File: src/rtl/iic_burst_seq_pkg.sv
// Shared types and widths for the key-driven IIC burst sequencer.
package iic_seq_pkg;

  localparam int IIC_ADDR_W = 16;
  localparam int IIC_DATA_W = 8;

  typedef enum logic [2:0] {
    IDLE,
    LOAD,
    WAIT,
    GAP,
    DONE
  } state_t;

  typedef enum logic {
    WR,
    RD
  } mode_t;

  // Register address of burst slot idx; 8-bit mode wraps in the low byte only.
  function automatic logic [IIC_ADDR_W-1:0] burst_addr(input logic [IIC_ADDR_W-1:0] base,
                                                       input logic [7:0] idx,
                                                       input bit a16);
    logic [IIC_ADDR_W-1:0] sum;
    sum = base + {8'h00, idx};
    return a16 ? sum : {8'h00, sum[7:0]};
  endfunction

endpackage

File: src/rtl/iic_burst_seq_if.sv
// Sequencer <-> IIC byte driver bus, plus the captured read-byte report.
interface iic_burst_seq_if;
  import iic_seq_pkg::*;

  logic                  wr_en;
  logic                  rd_en;
  logic                  iic_start;
  logic                  addr_mem;
  logic [IIC_ADDR_W-1:0] data_addr;
  logic [IIC_DATA_W-1:0] wr_data;
  logic                  iic_wr_rd_done;
  logic [IIC_DATA_W-1:0] iic_rd_data;
  logic                  rd_valid;
  logic [IIC_DATA_W-1:0] rd_data;
  logic [IIC_ADDR_W-1:0] rd_addr;

  modport master (
    output wr_en, rd_en, iic_start, addr_mem, data_addr, wr_data,
    output rd_valid, rd_data, rd_addr,
    input  iic_wr_rd_done, iic_rd_data
  );

  modport slave (
    input  wr_en, rd_en, iic_start, addr_mem, data_addr, wr_data,
    input  rd_valid, rd_data, rd_addr,
    output iic_wr_rd_done, iic_rd_data
  );

endinterface

File: src/rtl/iic_burst_seq_key_debounce.sv
// Active-low key debouncer: one flag pulse per press held for DEBOUNCE_CYC-1 cycles.
module key_debounce #(
  parameter int DEBOUNCE_CYC = 100000
) (
  input  logic clk,
  input  logic rst,
  input  logic key_n,
  output logic flag
);

  localparam int            CW       = $clog2(DEBOUNCE_CYC);
  localparam logic [CW-1:0] CNT_MAX  = CW'(DEBOUNCE_CYC - 1);
  localparam logic [CW-1:0] CNT_FIRE = CW'(DEBOUNCE_CYC - 2);

  logic [CW-1:0] cnt;

  // Saturating at CNT_MAX means a long hold never re-crosses CNT_FIRE.
  always_ff @(posedge clk or posedge rst) begin
    if (rst)                 cnt <= '0;
    else if (key_n)          cnt <= '0;
    else if (cnt != CNT_MAX) cnt <= cnt + CW'(1);
  end

  assign flag = (cnt == CNT_FIRE);

endmodule

File: src/rtl/iic_burst_seq.sv
// Key-driven IIC burst sequencer: BURST_LEN single-byte transactions from BASE_ADDR.
// Optional per-transaction WAIT timeout with sticky err is enabled by defining IIC_TIMEOUT_EN.
module iic_burst_seq
  import iic_seq_pkg::*;
#(
  parameter int                    DEBOUNCE_CYC = 100000,
  parameter int                    BURST_LEN    = 4,
  parameter logic [IIC_ADDR_W-1:0] BASE_ADDR    = 16'h005A,
  parameter logic [IIC_DATA_W-1:0] WR_SEED      = 8'h55,
  parameter bit                    ADDR_16B     = 1'b1,
  parameter int                    TIMEOUT_CYC  = 1000000
) (
  input  logic            clk,
  input  logic            rst,
  input  logic            key_wr,
  input  logic            key_rd,
  iic_burst_seq_if.master bus,
  output logic            busy,
  output logic            err
);

  localparam logic [7:0]            IDX_LAST = 8'(BURST_LEN - 1);
  localparam logic [IIC_ADDR_W-1:0] ADDR_RST = burst_addr(BASE_ADDR, 8'h00, ADDR_16B);

  state_t     state, state_nxt;
  mode_t      mode;
  logic [7:0] idx;
  logic       flag_wr, flag_rd;
  logic       done, last, timeout_hit;
  logic       accept, do_load, ack, abort;

  key_debounce #(.DEBOUNCE_CYC(DEBOUNCE_CYC)) u_deb_wr (
    .clk(clk), .rst(rst), .key_n(key_wr), .flag(flag_wr)
  );

  key_debounce #(.DEBOUNCE_CYC(DEBOUNCE_CYC)) u_deb_rd (
    .clk(clk), .rst(rst), .key_n(key_rd), .flag(flag_rd)
  );

  assign done          = bus.iic_wr_rd_done;
  assign last          = (idx == IDX_LAST);
  assign bus.addr_mem  = ADDR_16B;

`ifdef IIC_TIMEOUT_EN
  localparam int            TW     = (TIMEOUT_CYC > 2) ? $clog2(TIMEOUT_CYC) : 1;
  localparam logic [TW-1:0] T_LAST = TW'(TIMEOUT_CYC - 1);

  logic [TW-1:0] tcnt;

  always_ff @(posedge clk or posedge rst) begin
    if (rst)                tcnt <= '0;
    else if (state == LOAD) tcnt <= '0;
    else if (state == WAIT) tcnt <= tcnt + TW'(1);
  end

  assign timeout_hit = (state == WAIT) && (tcnt == T_LAST);

  always_ff @(posedge clk or posedge rst) begin
    if (rst)         err <= 1'b0;
    else if (accept) err <= 1'b0;
    else if (abort)  err <= 1'b1;
  end
`else
  assign timeout_hit = 1'b0;
  assign err         = 1'b0;
`endif

  always_ff @(posedge clk or posedge rst) begin
    if (rst) state <= IDLE;
    else     state <= state_nxt;
  end

  always_comb begin
    state_nxt = state;
    unique case (state)
      IDLE:    if (flag_wr || flag_rd) state_nxt = LOAD;
      LOAD:    state_nxt = WAIT;
      WAIT: begin
        if (done)             state_nxt = last ? DONE : GAP;
        else if (timeout_hit) state_nxt = DONE;
      end
      GAP:     state_nxt = LOAD;
      DONE:    state_nxt = IDLE;
      default: state_nxt = IDLE;
    endcase
  end

  always_comb begin
    accept  = 1'b0;
    do_load = 1'b0;
    ack     = 1'b0;
    abort   = 1'b0;
    busy    = (state != IDLE);
    unique case (state)
      IDLE:    accept  = flag_wr || flag_rd;
      LOAD:    do_load = 1'b1;
      WAIT: begin
        ack   = done;
        abort = timeout_hit && !done;
      end
      default: ;
    endcase
  end

  always_ff @(posedge clk or posedge rst) begin
    if (rst) begin
      mode          <= WR;
      idx           <= 8'h00;
      bus.iic_start <= 1'b0;
      bus.wr_en     <= 1'b0;
      bus.rd_en     <= 1'b0;
      bus.data_addr <= ADDR_RST;
      bus.wr_data   <= WR_SEED;
      bus.rd_valid  <= 1'b0;
      bus.rd_data   <= '0;
      bus.rd_addr   <= '0;
    end else begin
      bus.rd_valid <= 1'b0;
      if (accept) begin
        // Write key wins a same-cycle tie.
        mode <= flag_wr ? WR : RD;
        idx  <= 8'h00;
      end
      if (do_load) begin
        bus.iic_start <= 1'b1;
        bus.wr_en     <= (mode == WR);
        bus.rd_en     <= (mode == RD);
        bus.data_addr <= burst_addr(BASE_ADDR, idx, ADDR_16B);
        bus.wr_data   <= WR_SEED + idx;
      end
      if (ack) begin
        bus.iic_start <= 1'b0;
        bus.wr_en     <= 1'b0;
        bus.rd_en     <= 1'b0;
        if (mode == RD) begin
          bus.rd_data  <= bus.iic_rd_data;
          bus.rd_addr  <= bus.data_addr;
          bus.rd_valid <= 1'b1;
        end
        if (!last) idx <= idx + 8'd1;
      end
      if (abort) begin
        bus.iic_start <= 1'b0;
        bus.wr_en     <= 1'b0;
        bus.rd_en     <= 1'b0;
      end
    end
  end

endmodule

File: src/flat_wrapper.sv
// flat-port wrapper written by rule: the top's interface ports become plain ports
module iic_burst_seq_flat import iic_seq_pkg::*;
#(
  parameter int                    DEBOUNCE_CYC = 100000,
  parameter int                    BURST_LEN    = 4,
  parameter logic [IIC_ADDR_W-1:0] BASE_ADDR    = 16'h005A,
  parameter logic [IIC_DATA_W-1:0] WR_SEED      = 8'h55,
  parameter bit                    ADDR_16B     = 1'b1,
  parameter int                    TIMEOUT_CYC  = 1000000
)
  (clk, rst, key_wr, key_rd, busy, err, bus_wr_en, bus_rd_en, bus_iic_start, bus_addr_mem, bus_data_addr, bus_wr_data, bus_rd_valid, bus_rd_data, bus_rd_addr, bus_iic_wr_rd_done, bus_iic_rd_data);
  iic_burst_seq_if bus_i ();
  input  logic clk;
  input  logic rst;
  input  logic key_wr;
  input  logic key_rd;
  output logic busy;
  output logic err;
  output wire logic [$bits(bus_i.wr_en)-1:0] bus_wr_en;
  output wire logic [$bits(bus_i.rd_en)-1:0] bus_rd_en;
  output wire logic [$bits(bus_i.iic_start)-1:0] bus_iic_start;
  output wire logic [$bits(bus_i.addr_mem)-1:0] bus_addr_mem;
  output wire logic [$bits(bus_i.data_addr)-1:0] bus_data_addr;
  output wire logic [$bits(bus_i.wr_data)-1:0] bus_wr_data;
  output wire logic [$bits(bus_i.rd_valid)-1:0] bus_rd_valid;
  output wire logic [$bits(bus_i.rd_data)-1:0] bus_rd_data;
  output wire logic [$bits(bus_i.rd_addr)-1:0] bus_rd_addr;
  input wire logic [$bits(bus_i.iic_wr_rd_done)-1:0] bus_iic_wr_rd_done;
  input wire logic [$bits(bus_i.iic_rd_data)-1:0] bus_iic_rd_data;
  assign bus_wr_en = bus_i.wr_en;
  assign bus_rd_en = bus_i.rd_en;
  assign bus_iic_start = bus_i.iic_start;
  assign bus_addr_mem = bus_i.addr_mem;
  assign bus_data_addr = bus_i.data_addr;
  assign bus_wr_data = bus_i.wr_data;
  assign bus_rd_valid = bus_i.rd_valid;
  assign bus_rd_data = bus_i.rd_data;
  assign bus_rd_addr = bus_i.rd_addr;
  assign bus_i.iic_wr_rd_done = bus_iic_wr_rd_done;
  assign bus_i.iic_rd_data = bus_iic_rd_data;
  iic_burst_seq #(.DEBOUNCE_CYC(DEBOUNCE_CYC), .BURST_LEN(BURST_LEN), .BASE_ADDR(BASE_ADDR), .WR_SEED(WR_SEED), .ADDR_16B(ADDR_16B), .TIMEOUT_CYC(TIMEOUT_CYC)) u_core (.clk(clk), .rst(rst), .key_wr(key_wr), .key_rd(key_rd), .bus(bus_i), .busy(busy), .err(err));
endmodule
File: config.mk
export PLATFORM = sky130hd
export DESIGN_NAME = iic_burst_seq_flat
export DESIGN_NICKNAME = d
export VERILOG_FILES = /design/src/rtl/iic_burst_seq_pkg.sv /design/src/rtl/iic_burst_seq_if.sv /design/src/rtl/iic_burst_seq_key_debounce.sv /design/src/rtl/iic_burst_seq.sv /design/src/flat_wrapper.sv
export SDC_FILE = /design/constraint.sdc
export NUM_CORES = 1
export LEC_CHECK = 0
export BUFFER_PORTS_ARGS = -buffer_cell sky130_fd_sc_hd__buf_2
export CAP_MARGIN = 20
export CORE_UTILIZATION = 25
export DETAILED_ROUTE_END_ITERATION = 6
export SLEW_MARGIN = 20
export SYNTH_ARGS = -nofsm -noshare
export SYNTH_HDL_FRONTEND = slang
export SYNTH_SLANG_ARGS = --single-unit
File: constraint.sdc
create_clock -name clk -period 5.2 [get_ports clk]
set_clock_uncertainty 0.15 [all_clocks]
set_input_delay 0.78 -clock clk [delete_from_list [all_inputs] [get_ports clk]]
set_output_delay 0.78 -clock clk [all_outputs]
set_load 0.02 [all_outputs]
==> out/summary.txt, run 1 <==
Yosys reg bits - 84
max cap viols - 0
CP Class - reg2out
gpl congestion - 0.755
Num CTS Buffers - 9
WL per Instance - 12.7 um
Final Setup Violations - 0
Syn Area/Cell - 10.1 sq um
CTS tree - done
Pre-antenna DRT Iters - 4
Post-synth top flop - dfrtp_1
most common cell in the netlist - dfrtp_1
fin crit share - 45.3%
largest net degree at the start of global routing - 44
Slew Viols, Final - 0
drc violations - 0
synth-to-layout area growth - 15.5%
crit-path max FO - 8
routed vias - 3128
unrepaired setup endpoints after global routing - false
Finished Layout Cells - 682
Async SR Flop Fraction - 100%
Hold Path Depth - 2
top cells by count, synth - dfrtp_1, nand2_1, nor2_1, o21ai_0, a21oi_1
FF-to-FF path depth - 4
Synth Area in Compound Gates - 11.0%
post-synthesis mux area share - 6.14%
Static Leak - 2.29 nW
CP startpoint kind - flop
setup bufs post-CTS - 0
grt ovf - 0
Die ar. - 0.0174 sq mm
main combinational cell family by area after synthesis - simple AND/OR/NAND/NOR gates
Fin Setup TNS - 0 ps
hold path start - u_core.bus.wr_data[2]
CP endpoint kind - output port
Critical Path AT - 1430 ps
Peak Freq - 424 MHz
post-DR vias/cell - 4.59
# nets final - 477
Hold Vio Cnt, Final - 0
CTS Sinks - 84
post-cts gate resize count - 0
initial antenna violation count - 0
Slew @ Worst Pin - 913 ps
reg2reg end - u_core.idx[3]
dpl cells - 666
Post-Synth XOR/XNOR Area - 4.15%
simple-gate share of the synthesized area - 20.2%
Die H - 132 um
CTS Buffer Depth - 2
cts hold-fix bufs - 0
slowest CP cell - dfrtp_1
status - complete, no violations
Mapped Area - 0.00422 sq mm
die width - 132 um
hold endpoint - u_core.bus.wr_data[2]
initial core utilization - 25.5%
Ys Warns - 0
Adder-Cell Fraction of Synth Area - 2.07%
sequential cell area fraction in the yosys report - 50.0%
CP max stage delay - 440 ps
EDFF count, synth - 0
max_slew headroom - 39.1%
Post-DP HPWL - 6010 um
post-route ant nets - 0
Tot GR Track Use - 10.6%
CTS clk-pin slew, worst paths - 70 ps
number of port buffers - 51
FF-to-FF setup slack - 3050 ps
CTS HTree Levels - 3
row count - 47
CP Cell Sequence - nor3_1 -> inv_1 -> buf_2
maximum VDD drop - 0.196 mV
Clk Latency, worst-skew pair - 340 ps
Hold Crit Class - reg2reg
post-synth cell types - 51
first-pass GRT wire length - 14800 um
area leader, netlist - dfrtp_1
Antenna diodes - 0
number of global-route vias before repair - 3008
Routed WL - 8630 um
Synth area leaders - dfrtp_1, mux2_2, dfstp_2
Critical Path RT - 4270 ps
Synth top area share - 45.1%
clock root buffer - clkbuf_16
PwrDens - 398 mW/mm^2
crit path time final - 2360 ps
Core Box Area - 0.0165 sq mm
RR Startpoint - u_core.u_deb_rd.cnt[11]
num ports - 68
DRT iter0 DRCs - 236
layout cell share with drive strength beyond 1 - 22.5%
cells after synthesis - 416
[how the worst max path moves through the flow]
stage | start | to | slack, ps | cells past startpoint
detailed placement | rst | u_core.u_deb_rd.cnt[6] | 2990 | 3
global route | u_core.state[1] | busy | 2670 | 3
global placement | bus_iic_wr_rd_done | u_core.bus.rd_addr[5] | 3020 | 5
finish | u_core.state[0] | busy | 2840 | 3
CTS | u_core.state[1] | busy | 2800 | 3
floorplan | rst | u_core.bus.data_addr[0] | 2120 | 1
[layout make-up]
type	count	area (sq um)
multi-input combinational	298	1900
tap	220	275
clock inverter	5	35.0
clock buffer	11	243
fill	1714	11600
timing repair buffer	53	270
inverter	11	42.5
sequential	84	2110
[cell usage in the layout (no fill, tap or decap), types with 2 or more instances in the layout]
master     Yosys  final
dfrtp_1       76     76
buf_2          6     51
nand2_1       36     36
nor2_1        27     27
o21ai_0       26     26
a21oi_1       25     25
mux2_2        21     21
conb_1         2     16
nand4_1       14     14
nand3_1       12     12
xor2_1        12     12
and3_1        11     11
inv_1         10      9
clkbuf_16      0      9
and4_1         8      8
xnor2_1        8      8
dfstp_2        8      8
or3_1          7      7
ha_1           7      7
nor3_1         6      6
a31oi_1        6      6
nor2b_1        6      6
nand2b_1       6      6
o31ai_1        5      5
and2_1         4      4
a211oi_1       4      4
or4_1          3      3
clkinv_2       0      3
nor4bb_1       2      2
a21o_1         2      2
and3b_1        2      2
nor4b_1        2      2
mux2_1         2      2
nor3b_1        2      2
o21bai_1       2      2
a31o_2         2      2
buf_4         18      2
[stage by stage]
stage / hold WS, ps / power, mW / util, % / setup slack, ps / area [sq um]
floorplan: 351 / 1.22 / - / 2120 / 4270
global placement: 310 / 1.36 / 27.8 / 3020 / 4600
detailed placement: 316 / 1.37 / 27.8 / 2990 / 4600
CTS: 325 / 1.98 / 29.5 / 2800 / 4880
global route: 346 / 2.08 / 29.5 / 2670 / 4880
finish: 322 / 1.94 / 29.5 / 2840 / 4880
[power by group]
part	total (mW)	leakage (nW)	internal, mW	switching, mW
clock network	0.594	0.136	0.338	0.257
logic	0.477	1.05	0.174	0.303
registers	0.871	1.11	0.769	0.102
[kinds of logic after synthesis]
family,after synthesis
simple gates,154
flops,84
compound gates,78
buf+inv,48
mux,23
xor+xnor,20
fa+ha+maj,7
other cells,2
[metal layers]
layer	wire [um]	global-route usage, %
met1	3900	13.4
met3	406	2.81
met5	0	0
met4	144	4.72
met2	4180	17.0
[critical path, delay by kind of cell (launching register included)]
family / cells / cell delay [ps]
DFF: 1 / 440
and+or+nand+nor: 1 / 350
buffers and inverters: 2 / 300
[state kept, by name, summed over array words and instances (netlist names)]
name                  cells
u_core.idx                8
u_core.bus.rd_en          1
u_core.bus.rd_data        8
u_core.state              3
u_core.bus.iic_start      1
u_core.mode               1
u_core.u_deb_wr.cnt      17
u_core.u_deb_rd.cnt      17
u_core.bus.rd_addr        9
u_core.bus.data_addr      9
u_core.bus.wr_data        8
u_core.bus.rd_valid       1
u_core.bus.wr_en          1
Power figures use the tool's default switching activity.
==> run 2: changes to the inputs <==
clock period = 2 ns   (was 5.2 ns; I/O delays follow)
==> run 2 against run 1 <==
Against the previous run:
- cell count grew 2.6%
- sequential power increased to 2.6 times the previous value
- via count up 1.3%
- cell area is 4.1% higher
- combinational power rose to 2.9 times the previous value
- clock-buffer cell count is the same
- utilization increased by 1.2 points
- register-to-register slack got worse by 2900 ps
- critical endpoint unchanged
- largest cell class unchanged
- highest routed layer unchanged
==> out/summary.txt, run 2 (synthesized netlist as in run 1, its figures left out) <==
status - complete, no violations (unchanged)
initial core utilization - 25.5% (unchanged)
post-DR vias/cell - 4.53 (was 4.59)
CTS HTree Levels - 3 (unchanged)
routed vias - 3170 (was 3128)
maximum VDD drop - 0.792 mV (was 0.196 mV)
Antenna diodes - 0 (unchanged)
CTS Buffer Depth - 2 (unchanged)
first-pass GRT wire length - 15500 um (was 14800 um)
die width - 132 um (unchanged)
Top Registers - u_core.u_deb_rd.cnt: 17 flops, u_core.u_deb_wr.cnt: 17 flops (unchanged)
CTS tree - done (unchanged)
# nets final - 495 (was 477)
Clk Latency, worst-skew pair - 340 ps (about the same)
num ports - 68 (unchanged)
Final Setup Violations - 0 (unchanged)
CTS Sinks - 84 (unchanged)
largest net degree at the start of global routing - 45 (was 44)
Critical Path RT - 1550 ps (was 4270 ps)
Fill cells - 1715 (was 1714)
CP startpoint kind - flop (unchanged)
final setup margin - 110 ps (was 2840 ps)
post-route ant nets - 0 (unchanged)
drc violations - 0 (unchanged)
fin crit share - 94.5%
Num CTS Buffers - 9 (unchanged)
CP endpoint kind - output port (unchanged)
grt ovf - 0 (unchanged)
WL per Instance - 13.0 um (was 12.7 um)
Die ar. - 0.0174 sq mm (unchanged)
number of global-route vias before repair - 3177 (was 3008)
commonest non-fill, non-tap cells in the layout - dfrtp_1, buf_2, nand2_1 (unchanged)
PwrDens - 1040 mW/mm^2 (was 398 mW/mm^2)
commonest non-fill, non-tap cell in the layout - dfrtp_1 (unchanged)
crit path time final - 1890 ps
Routed WL - 9080 um (was 8630 um)
Slew Viols, Final - 0 (unchanged)
gpl congestion - 0.788 (was 0.755)
FF-to-FF setup slack - 120 ps (was 3050 ps)
CTS clk-pin slew, worst paths - 70 ps (about the same)
Hold Crit Class - in2reg (was reg2reg)
setup bufs post-CTS - 0 (unchanged)
Setup WS pre-CTS - 9.24 ps (was 2990 ps)
Slew @ Worst Pin - 517 ps (was 913 ps)
Static Leak - 2.41 nW (was 2.29 nW)
DRT iter0 DRCs - 192 (was 236)
layout cell share with drive strength beyond 1 - 26.3% (was 22.5%)
max_slew headroom - 65.6% (was 39.1%)
crit-path max FO - 8 (unchanged)
row count - 47 (unchanged)
CP Class - reg2out (unchanged)
Fin Setup TNS - 0 ps (unchanged)
Pre-antenna DRT Iters - 6 (was 4)
Core Box Area - 0.0165 sq mm (unchanged)
Post-DP HPWL - 6600 um (was 6010 um)
clock root buffer - clkbuf_16 (unchanged)
unrepaired setup endpoints after global routing - false (unchanged)
number of port buffers - 51 (unchanged)
Peak Freq - 529 MHz
Hold Vio Cnt, Final - 0 (unchanged)
Tot GR Track Use - 11.1% (was 10.6%)
Die H - 132 um (unchanged)
Critical Path AT - 1440 ps (was 1430 ps)
initial antenna violation count - 0 (unchanged)
synth-to-layout area growth - 20.3% (was 15.5%)
max cap viols - 0 (unchanged)
==> run 2: cell types whose count changed in the layout (fill, tap and decap cells not counted), sizes merged <==
| cell | before | now |
|---|---|---|
| buf | 53 | 70 |
| clkinv | 5 | 2 |
| bufinv | 0 | 1 |
| clkinvlp | 1 | 2 |
| dlygate4sd3 | 0 | 1 |
| inv | 10 | 11 |
==> run 2: repair_timing <==
action | CTS | global route
endpoints found under the setup margin | 4 | 11
hold buffers | 1 | 0
endpoints found under the hold margin | 14 | 0
gates resized for setup | 2 | 3
pin swaps | 0 | 0
==> run 2: layout make-up <==
class                           instances  area (sq um)  share of cell area [%]
Clock buffer                           11           243                    4.78
Clock inverter                          5          60.1                    1.18
Inverter                               11          45.0                   0.887
Multi-Input combinational cell        298          1910                    37.6
Sequential cell                        84          2110                    41.6
Tap cell                              220           275                    5.42
Timing Repair Buffer                   71           433                    8.53
==> run 2: worst paths after layout <==
| kind | start | end | depth (start not counted) |
|---|---|---|---|
| setup / recovery | u_core.state[0] | busy | 3 |
| hold / removal | bus_iic_rd_data[4] | u_core.bus.rd_data[4] | 2 |
| setup reg to reg | u_core.u_deb_wr.cnt[1] | u_core.u_deb_wr.cnt[14] | 5 |
| hold reg to reg | u_core.bus.wr_data[1] | u_core.bus.wr_data[1] | 2 |
| max in group asynchronous | rst | u_core.bus.wr_data[4] | 4 |
| min in group asynchronous | rst | u_core.u_deb_rd.cnt[15] | 3 |
==> run 2: report_power, final <==
part,switching (mW),total (mW),internal [mW]
clock,0.684,1.69,1.01
sequential,0.245,2.24,2.00
combinational,0.841,1.36,0.523
==> run 2: metrics by stage <==
stage | hold slack [ps] | util [%] | instance area [sq um] | cells | power, mW
floorplan | 300 | - | 4280 | 430 | 3.18
global placement | 162 | 28.8 | 4750 | 683 | 3.62
detailed placement | 168 | 28.8 | 4750 | 683 | 3.66
CTS | 25.8 | 30.7 | 5070 | 700 | 5.39
global route | 27.0 | 30.7 | 5080 | 700 | 5.64
finish | 35.8 | 30.7 | 5080 | 700 | 5.30
==> run 2: worst max-delay path: stages (launching register included) <==
cell     delay, ps
dfrtp_1        460
nor3_2         300
inv_1          150
buf_2          190
==> run 2: per-layer routing <==
layer	track usage (%)	part of all wire (%)	up-vias	wire length [um]
li1	-	-	1555	-
met4	4.39	1.9	0	173
met3	3.08	3.9	13	357
met5	0	0	-	0
met1	13.5	45	1531	4080
met2	18.5	49	71	4470
==> run 3: changes to the inputs <==
BUFFER_PORTS_ARGS = default   (was -buffer_cell sky130_fd_sc_hd__buf_2)
DONT_BUFFER_PORTS = 1   (was default)
==> run 3 against run 2 <==
Against the previous run:
- total power shrank 0.27%
- maximum frequency rose by 0.58%
- critical endpoint is now u_core.u_deb_rd.cnt[8]
- utilization is 0.73 points lower
- worst setup slack improved by 11 ps
- cell area decreased by 2.4%
- clock power grew 8%
- combinational power is 29% lower
- sequential cell count did not move
- routed wire length grew 0.79%
- die area unchanged
- largest cell class unchanged
- hold slack got worse by 3.6 ps
==> out/summary.txt, run 3 (synthesized netlist as in run 1, its figures left out) <==
Sw Ratio - 33.5% (was 33.4%)
CTS HTree Levels - 3 (unchanged)
WL per Instance - 13.9 um (was 13.0 um)
max_slew headroom - 56.6% (was 65.6%)
unrepaired setup endpoints after global routing - false (unchanged)
Die H - 132 um (unchanged)
clock share of power - 34.5% (was 31.9%)
Final Cell Area - 0.00496 sq mm (was 0.00508 sq mm)
Critical Path RT - 2080 ps (was 1550 ps)
Peak Freq - 532 MHz (was 529 MHz)
num ports - 68 (unchanged)
number of port buffers - 0 (was 51)
Pre-antenna DRT Iters - 4 (was 6)
sw power - 1.77 mW (about the same)
layout cell share with drive strength beyond 1 - 17.3% (was 26.3%)
max cap viols - 0 (unchanged)
initial core utilization - 25.5% (unchanged)
row count - 47 (unchanged)
cell internal pwr - 3.52 mW (was 3.53 mW)
Critical Path AT - 1960 ps (was 1440 ps)
hold path start - bus_iic_wr_rd_done (was bus_iic_rd_data[4])
hold_ws - 32.2 ps (was 35.8 ps)
RR Startpoint - u_core.u_deb_rd.cnt[8] (was u_core.u_deb_wr.cnt[1])
CTS Buffer Depth - 2 (unchanged)
DRT iter0 DRCs - 152 (was 192)
commonest non-fill, non-tap cells in the layout - dfrtp_1, nand2_1, nor2_1 (was dfrtp_1, buf_2, nand2_1)
Hold Vio Cnt, Final - 0 (unchanged)
grt ovf - 0 (unchanged)
initial antenna violation count - 0 (unchanged)
CTS clk-pin slew, worst paths - 70 ps (about the same)
commonest non-fill, non-tap cell in the layout - dfrtp_1 (unchanged)
CP startpoint kind - flop (unchanged)
Static Leak - 2.22 nW (was 2.41 nW)
crit path time final - 1880 ps (was 1890 ps)
setup bufs post-CTS - 0 (unchanged)
Gate power share - 18.3% (was 25.7%)
CTS Sinks - 84 (unchanged)
Antenna diodes - 0 (unchanged)
Die ar. - 0.0174 sq mm (unchanged)
CTS tree - done (unchanged)
CP max stage delay - 430 ps (was 460 ps)
Setup WS pre-CTS - 41.8 ps (was 9.24 ps)
hold endpoint - u_core.state[0] (was u_core.bus.rd_data[4])
gpl congestion - 0.802 (was 0.788)
clock root buffer - clkbuf_16 (unchanged)
Top Registers - u_core.u_deb_rd.cnt: 17 flops, u_core.u_deb_wr.cnt: 17 flops (unchanged)
first-pass GRT wire length - 15300 um (was 15500 um)
Tot GR Track Use - 11.1% (about the same)
Hold Crit Class - in2reg (unchanged)
routed vias - 3073 (was 3170)
maximum VDD drop - 0.459 mV (was 0.792 mV)
drc violations - 0 (unchanged)
# nets final - 454 (was 495)
number of global-route vias before repair - 3094 (was 3177)
largest net degree at the start of global routing - 35 (was 45)
Placement Cell Area - 0.00450 sq mm (was 0.00475 sq mm)
post-DR vias/cell - 4.66 (was 4.53)
status - complete, no violations (unchanged)
FF-to-FF setup slack - 120 ps (about the same)
CP Cell Sequence - nor4bb_1 -> and4_1 -> buf_4 -> nor3b_1 -> mux2_2 (was nor3_2 -> inv_1 -> buf_2)
synth-to-layout area growth - 17.4% (was 20.3%)
Hold Path Depth - 2 (unchanged)
FF-to-FF path depth - 5 (unchanged)
slowest CP cell - dfrtp_1 (unchanged)
CP endpoint kind - flop (was output port)
Slew @ Worst Pin - 650 ps (was 517 ps)
Routed WL - 9150 um (was 9080 um)
crit-path max FO - 7 (was 8)
Core Box Area - 0.0165 sq mm (unchanged)
Clk Latency, worst-skew pair - 350 ps (was 340 ps)
final setup margin - 121 ps (was 110 ps)
fin crit share - 94.0% (was 94.5%)
die width - 132 um (unchanged)
PwrDens - 1070 mW/mm^2 (was 1040 mW/mm^2)
Post-DP HPWL - 6450 um (was 6600 um)
post-route ant nets - 0 (unchanged)
Num CTS Buffers - 9 (unchanged)
Fill cells - 1712 (was 1715)
sequential share of power - 47.2% (was 42.3%)
Fin Setup TNS - 0 ps (unchanged)
Slew Viols, Final - 0 (unchanged)
Final Setup Violations - 0 (unchanged)
reg2reg end - u_core.u_deb_rd.cnt[8] (was u_core.u_deb_wr.cnt[14])
CP Class - reg2reg (was reg2out)
run 3: final cells by class:
| class | count | area [sq um] | area share (%) |
|---|---|---|---|
| flip-flops and latches | 84 | 2110 | 42.6 |
| clock inverters | 6 | 96.3 | 1.94 |
| repair buffers | 30 | 278 | 5.60 |
| multi-input cells | 298 | 1920 | 38.8 |
| inverters | 11 | 45.0 | 0.909 |
| well taps | 220 | 275 | 5.55 |
| clock buffers | 10 | 229 | 4.62 |
run 3: worst max-delay path: cells and delay by family (launching register included):
family | cells | cell delay, ps
multiplexers | 1 | 280
flip-flops | 1 | 430
AND/OR/NAND/NOR | 3 | 710
buffers and inverters | 1 | 180
run 3: worst max-delay path by stage:
stage	slack, ps	endpoint	from
2_1_floorplan	250	u_core.u_deb_rd.cnt[14]	u_core.u_deb_rd.cnt[1]
3_3_place_gp	90	u_core.idx[0]	u_core.u_deb_wr.cnt[11]
3_5_place_dp	40	u_core.idx[1]	u_core.u_deb_wr.cnt[11]
4_1_cts	20	u_core.idx[1]	u_core.u_deb_wr.cnt[11]
5_1_grt	6	u_core.idx[2]	u_core.idx[0]
6_report	120	u_core.u_deb_rd.cnt[8]	u_core.u_deb_rd.cnt[8]
run 3: repair_timing:
item	in CTS	in global routing
resized for setup	0	6
endpoints found under the setup margin	0	12
hold endpoints to repair	57	0
hold buffers	11	0
run 3: power groups by stage:
stage               Sequential [mW]  Clock (mW)  Combinational [mW]
floorplan                      2.41           0               0.771
global placement               2.52           0               0.934
detailed placement             2.53           0               0.956
CTS                            2.50        1.88               0.984
global route                   2.54        1.95                1.11
finish                         2.49        1.83               0.966
run 3: per-layer routing:
metal  up-vias  global-route usage [%]  wire [um]
met5         -                       0          0
met3        11                    3.50        451
li1       1486                       -          -
met4         0                    4.84        137
met2        64                    18.3       4550
met1      1512                    13.2       4010
run 3: stage by stage:
stage          power, mW  cells  util (%)
2_1_floorplan       3.18    430         -
5_1_grt             5.61    659      30.0
4_1_cts             5.37    659      29.9
6_report            5.29    659      30.0
3_3_place_gp        3.45    632      27.2
3_5_place_dp        3.49    632      27.2
